$ cat src/rtl/io_handshake_responder.sv
// io_handshake_responder: answers the core's OUTPUT/INPUT/PAUSE stalls from debounced board keys.
// Latency: pulse rises 1 cycle after the debounced press edge (2 + DEBOUNCE_CYCLES + 1 from a raw edge).
// Backpressure: the stall is released only by a key press; a held key must be released before it re-arms.
// Optional build macro IO_AUTO_ACK_EN: ignore keys and auto-acknowledge 8 cycles after arming.
module io_handshake_responder #(
  parameter int DEBOUNCE_CYCLES = 50000,
  parameter int SWITCH_WIDTH    = 16
) (
  input  logic                    clock,
  input  logic                    reset,
  input  logic                    is_input,
  input  logic                    is_output,
  input  logic [31:0]             output_data,
  input  logic [SWITCH_WIDTH-1:0] switches,
  input  logic                    confirm_key,
  input  logic                    continue_key,
  output logic                    confirmation,
  output logic                    continue_button,
  output logic [31:0]             input_data,
  output logic [31:0]             display_value,
  output logic                    awaiting_user
);

  localparam int CW = $clog2(DEBOUNCE_CYCLES + 1);
  localparam logic [CW-1:0] CNT_LAST = CW'(DEBOUNCE_CYCLES - 1);

  typedef enum logic [1:0] {ST_IDLE, ST_ARMED, ST_ACK, ST_RELEASE} state_e;
  typedef enum logic [1:0] {MD_NONE, MD_OUT, MD_IN, MD_PAU} mode_e;

  // Key index 0 = confirm, 1 = continue.
  logic [1:0]    raw_keys;
  logic [1:0]    sync1_q, sync2_q, lvl_q, lvl_prev_q;
  logic [CW-1:0] cnt_q [2];
  logic [1:0]    press;

  assign raw_keys = {continue_key, confirm_key};
  assign press    = lvl_q & ~lvl_prev_q;

  // Synchronize each key, then accept a new level only after a full run of disagreeing samples.
  always_ff @(posedge clock) begin
    if (reset) begin
      sync1_q    <= '0;
      sync2_q    <= '0;
      lvl_q      <= '0;
      lvl_prev_q <= '0;
      cnt_q[0]   <= '0;
      cnt_q[1]   <= '0;
    end else begin
      sync1_q    <= raw_keys;
      sync2_q    <= sync1_q;
      lvl_prev_q <= lvl_q;
      for (int k = 0; k < 2; k++) begin
        if (sync2_q[k] == lvl_q[k]) begin
          cnt_q[k] <= '0;
        end else if (cnt_q[k] == CNT_LAST) begin
          lvl_q[k] <= sync2_q[k];
          cnt_q[k] <= '0;
        end else begin
          cnt_q[k] <= cnt_q[k] + CW'(1);
        end
      end
    end
  end

  mode_e       req_mode, mode_q, mode_d;
  state_e      state_q, state_d;
  logic [31:0] disp_q, disp_d, in_q, in_d;
  logic        req_key_lvl, arm_key_lvl, arm_key_press;
  logic        idle_ok, fire, rel_ok;

  // Decode the core's request; both strobes together mean PAUSE.
  always_comb begin
    req_mode = MD_NONE;
    case ({is_output, is_input})
      2'b10:   req_mode = MD_OUT;
      2'b01:   req_mode = MD_IN;
      2'b11:   req_mode = MD_PAU;
      default: req_mode = MD_NONE;
    endcase
  end

  assign req_key_lvl   = (req_mode == MD_PAU) ? lvl_q[1] : lvl_q[0];
  assign arm_key_lvl   = (mode_q   == MD_PAU) ? lvl_q[1] : lvl_q[0];
  assign arm_key_press = (mode_q   == MD_PAU) ? press[1] : press[0];

`ifdef IO_AUTO_ACK_EN
  logic [2:0] auto_cnt_q;
  logic       unused_keys;

  // Count cycles spent armed; the eighth armed cycle acknowledges.
  always_ff @(posedge clock) begin
    if (reset || state_q != ST_ARMED) begin
      auto_cnt_q <= '0;
    end else begin
      auto_cnt_q <= auto_cnt_q + 3'd1;
    end
  end

  assign idle_ok     = 1'b1;
  assign fire        = (auto_cnt_q == 3'd7);
  assign rel_ok      = 1'b1;
  assign unused_keys = ^{req_key_lvl, arm_key_lvl, arm_key_press};
`else
  assign idle_ok = ~req_key_lvl;
  assign fire    = arm_key_press;
  assign rel_ok  = ~arm_key_lvl;
`endif

  // Handshake state, registered mode and the two data latches.
  always_ff @(posedge clock) begin
    if (reset) begin
      state_q <= ST_IDLE;
      mode_q  <= MD_NONE;
      disp_q  <= '0;
      in_q    <= '0;
    end else begin
      state_q <= state_d;
      mode_q  <= mode_d;
      disp_q  <= disp_d;
      in_q    <= in_d;
    end
  end

  // Next-state logic: arm on a request with its key released, acknowledge on a fresh press.
  always_comb begin
    state_d = state_q;
    mode_d  = mode_q;
    disp_d  = disp_q;
    in_d    = in_q;
    case (state_q)
      ST_IDLE: begin
        if (req_mode != MD_NONE && idle_ok) begin
          state_d = ST_ARMED;
          mode_d  = req_mode;
          if (req_mode == MD_OUT) disp_d = output_data;
        end
      end
      ST_ARMED: begin
        if (req_mode != mode_q) begin
          state_d = ST_IDLE;
        end else if (fire) begin
          state_d = ST_ACK;
          if (mode_q == MD_IN) in_d = 32'(switches);
        end
      end
      ST_ACK:     state_d = ST_RELEASE;
      ST_RELEASE: if (rel_ok) state_d = ST_IDLE;
      default:    state_d = ST_IDLE;
    endcase
  end

  assign confirmation    = (state_q == ST_ACK) && (mode_q != MD_PAU);
  assign continue_button = (state_q == ST_ACK) && (mode_q == MD_PAU);
  assign awaiting_user   = (state_q == ST_ARMED);
  assign input_data      = in_q;
  assign display_value   = disp_q;

endmodule
$ cat config.mk
export PLATFORM = sky130hd
export DESIGN_NAME = io_handshake_responder
export DESIGN_NICKNAME = d
export VERILOG_FILES = /design/src/rtl/io_handshake_responder.sv
export SDC_FILE = /design/constraint.sdc
export NUM_CORES = 1
export LEC_CHECK = 0
export CAP_MARGIN = 10
export CORE_MARGIN = 5
export CORE_UTILIZATION = 51
export DETAILED_ROUTE_END_ITERATION = 10
export PLACE_DENSITY = 0.89
export SLEW_MARGIN = 20
export SYNTH_ARGS = -nofsm -noshare
export SYNTH_HDL_FRONTEND = slang
export SYNTH_SLANG_ARGS = --single-unit
$ cat constraint.sdc
create_clock -name clock -period 4.75 [get_ports clock]
set_clock_uncertainty 0.05 [all_clocks]
set_input_delay 0.7125 -clock clock [delete_from_list [all_inputs] [get_ports clock]]
set_output_delay 0.7125 -clock clock [all_outputs]
set_load 0.05 [all_outputs]
==> impl_metrics.yaml <==
synthesis:
  netlist_instances: 431
  ys_warn_count: 0
  synth_top_family_by_area: "simple AND/OR/NAND/NOR gates"
  netlist_top_cells_area: "sky130_fd_sc_hd__dfxtp_1, sky130_fd_sc_hd__edfxtp_1, sky130_fd_sc_hd__nand2_1"
  syn_area_um2: 4120
  netlist.area_leader.share: 0.292
  syn_area_per_cell_um2: 9.56
  synth_simple_gate_area_frac: 0.234
  synth_enable_flop_cells: 32
  yosys.area_share.xor_xnor: 0.0659
  synth_seq_area_share: 0.525
  synth-compound-area-share: 0.0562
  portion_of_netlist_area_occupied_by_mux_cells: 0.0489
  ys_ff_latch: 92
  ys_dominant_reg_cell: "sky130_fd_sc_hd__dfxtp_1"
  netlist.top_cell.by_area: "sky130_fd_sc_hd__dfxtp_1"
  synthAdderAreaFrac: 0.00608
  netlist-cell-type-count: 46
  synthArstFlopShare: 0
grt:
  first_pass_grt_wire_length_mm: 14.8
  grt_start_max_net_pins: 64
  grt_pass1_vias: 3265
  grt_antenna_before_repair: 0
  grt.total_usage: 0.184
  grt_overflow: 0
worst_setup_path:
  crit_path_max_fanout: 7
  cp.required_ns: 3.99
  critical-path-slowest-cell: "sky130_fd_sc_hd__clkdlybuf4s50_1"
  criticalPathCategory: "flop to output pin"
  cpPeakStageDelay_ns: 0.86
  worst-r2r-cell-count: 4
  ordered_cell_list_for_the_critical_path: "nor2b_1 > clkdlybuf4s50_1"
  endpoint_kind: "output pin"
  crit_arrival_ns: 1.91
  worst_setup_path_start_kind: "flop"
place:
  numPortBuffers: 104
  hpwl_mm: 6.55
  gp_congestion: 0.825
  dpl.cell_count: 646
pwr:
  cellLeakagePower_nw: 2.06
  irDropWorstVdd_v: 0.000206
  p_total_mw: 1.64
  power-per-cell-area_nw_per_um2: 301
cells_and_area:
  commonest_cells_after_routing_fill_and_taps_aside: "sky130_fd_sc_hd__clkdlybuf4s50_1, sky130_fd_sc_hd__nand2_1, sky130_fd_sc_hd__dfxtp_1"
  num_antenna_cells: 0
  final_nets: 612
  final-instance-count-excl-fill: 663
  mostFrequentLayoutCell: "sky130_fd_sc_hd__clkdlybuf4s50_1"
  drive_gt1_frac: 0.0570
  layout-area-overhead-vs-synth_pct: 32.3
floorplan:
  fp.dieW_um: 99.9
  floorplan.rows: 32
  fp.dieArea_um2: 9970
  floorplan.die.height_um: 99.9
  coreArea_um2: 7810
  initial_utilization: 0.528
  top_level_ports: 121
clock_tree:
  cts_root_buffer: "sky130_fd_sc_hd__clkbuf_8"
  holdBufCountCts: 0
  cts_resized: 0
  clk_path_buf_depth: 2
  clock_sinks: 92
  h-tree-depth: 3
  tritoncts_clock_tree: "done"
  cts_post_setup_buffers_inserted: 0
  insertion_delay_ns: 0.36
  worst_setup_hold_path_clk_slew_ns: 0.09
  cts_buffers: 9
run:
  max_cap_viol_count: 0
routing:
  drt.antenna.violating_nets: 0
  drtIter0Drc: 150
  detailroute.via_count: 3381
  post-route-drc-count: 0
  drt_pass1_iterations: 4
  vias_per_cell: 5.10
  routed_wirelength_mm: 9.09
  drt-wirelength-per-cell_um: 13.7
status:
  run_status: "complete, no violations"
timing:
  worst_slew_margin_rel: 0.321
  hold_ws_ns: 0.396
  hold_violations: 0
  final_max_slew_viol_count: 0
  fin_crit_sh: 0.563
  setup_violations: 0
  tightestPinTransition_ns: 1.02
  fin_crit_ns: 2.67
  rsz0062_at_grt: "no"
  max_freq_ghz: 0.374
  final.setup.tns_ns: 0
hold_path:
  hold_path_depth: 1
  hold_class: "flop to flop"
==> critical path: cells and delay by family (launching register included) <==
kind / cells / cell delay, ns
flip-flops: 1 / 0.44
AND/OR/NAND/NOR: 1 / 0.26
buffers and inverters: 1 / 0.86
==> cell usage after synthesis (2+ instances only) <==
cell type                   n
sky130_fd_sc_hd__a21oi_1   37
sky130_fd_sc_hd__and3_1     4
sky130_fd_sc_hd__and4_1     3
sky130_fd_sc_hd__buf_2     10
sky130_fd_sc_hd__buf_4     16
sky130_fd_sc_hd__clkbuf_1  11
sky130_fd_sc_hd__conb_1     2
sky130_fd_sc_hd__dfxtp_1   60
sky130_fd_sc_hd__edfxtp_1  32
sky130_fd_sc_hd__ha_1       2
sky130_fd_sc_hd__inv_1      4
sky130_fd_sc_hd__mux2i_1   19
sky130_fd_sc_hd__nand2_1   77
sky130_fd_sc_hd__nand2b_1   2
sky130_fd_sc_hd__nand3_1   10
sky130_fd_sc_hd__nand4_1    8
sky130_fd_sc_hd__nand4b_1   2
sky130_fd_sc_hd__nor2_1    46
sky130_fd_sc_hd__nor2_2     6
sky130_fd_sc_hd__nor2b_1    8
sky130_fd_sc_hd__nor3_1     9
sky130_fd_sc_hd__nor4_1     4
sky130_fd_sc_hd__nor4bb_1   3
sky130_fd_sc_hd__o21ai_0    2
sky130_fd_sc_hd__o31ai_1    2
sky130_fd_sc_hd__or3_1      2
sky130_fd_sc_hd__or4_1      2
sky130_fd_sc_hd__xnor2_1   22
sky130_fd_sc_hd__xor2_1     9
==> state kept, by name, summed over array words and instances (netlist names), named ones only <==
register	flops
cnt_q	32
display_value	32
input_data	16
lvl_prev_q	2
lvl_q	2
mode_q	2
sync1_q	2
sync2_q	2
state_q	1
==> worst paths after layout <==
path	end	slack [ns]	startpoint
max reg2reg	cnt_q[0][7]$_SDFFCE_PN0P_	2.29	cnt_q[0][12]$_SDFFCE_PN0P_
max	awaiting_user	2.08	state_q[0]$_SDFFE_PP0P_
min	sync2_q[1]$_SDFF_PP0_	0.40	sync1_q[1]$_SDFF_PP0_
min reg2reg	sync2_q[1]$_SDFF_PP0_	0.40	sync1_q[1]$_SDFF_PP0_
==> stage by stage <==
stage	instance area (um2)	setup WS, ns	util
after global routing	5450	1.96	0.698
final	5450	2.08	0.698
after detailed placement	5230	1.89	0.670
after CTS	5440	2.05	0.696
after floorplan	4290	2.54	-
after global placement	5230	2.02	0.670
==> routing by layer <==
layer,track usage,share of wire,vias to the layer above
met5,0,0,-
met4,0.0777,0.022,0
met3,0.0987,0.12,21
met2,0.293,0.47,126
met1,0.204,0.39,1587
li1,-,-,1647
==> final cells by class <==
cell class	instances	area [um2]
timing repair buffer	107	1060
clock buffer	12	178
tap	102	128
fill	577	2360
clock inverter	4	26.3
sequential	92	2160
multi-input combinational	342	1880
inverter	4	15.0
==> power by group <==
part | internal, mW | switching (mW)
logic | 0.0936 | 0.146
registers | 0.844 | 0.0266
clock network | 0.256 | 0.277
==> kinds of logic (layout without fill, tap and decap cells) <==
kind of cell | Yosys count | count (layout)
DFF | 92 | 92
buffers and inverters | 43 | 127
muxes | 20 | 20
adders and majority gates | 2 | 2
other | 2 | 48
xor gates and xnor gates | 31 | 31
and+or+nand+nor | 197 | 197
AOI/OAI and AO/OA | 44 | 44
No activity file was read; power rests on OpenSTA's default activity.
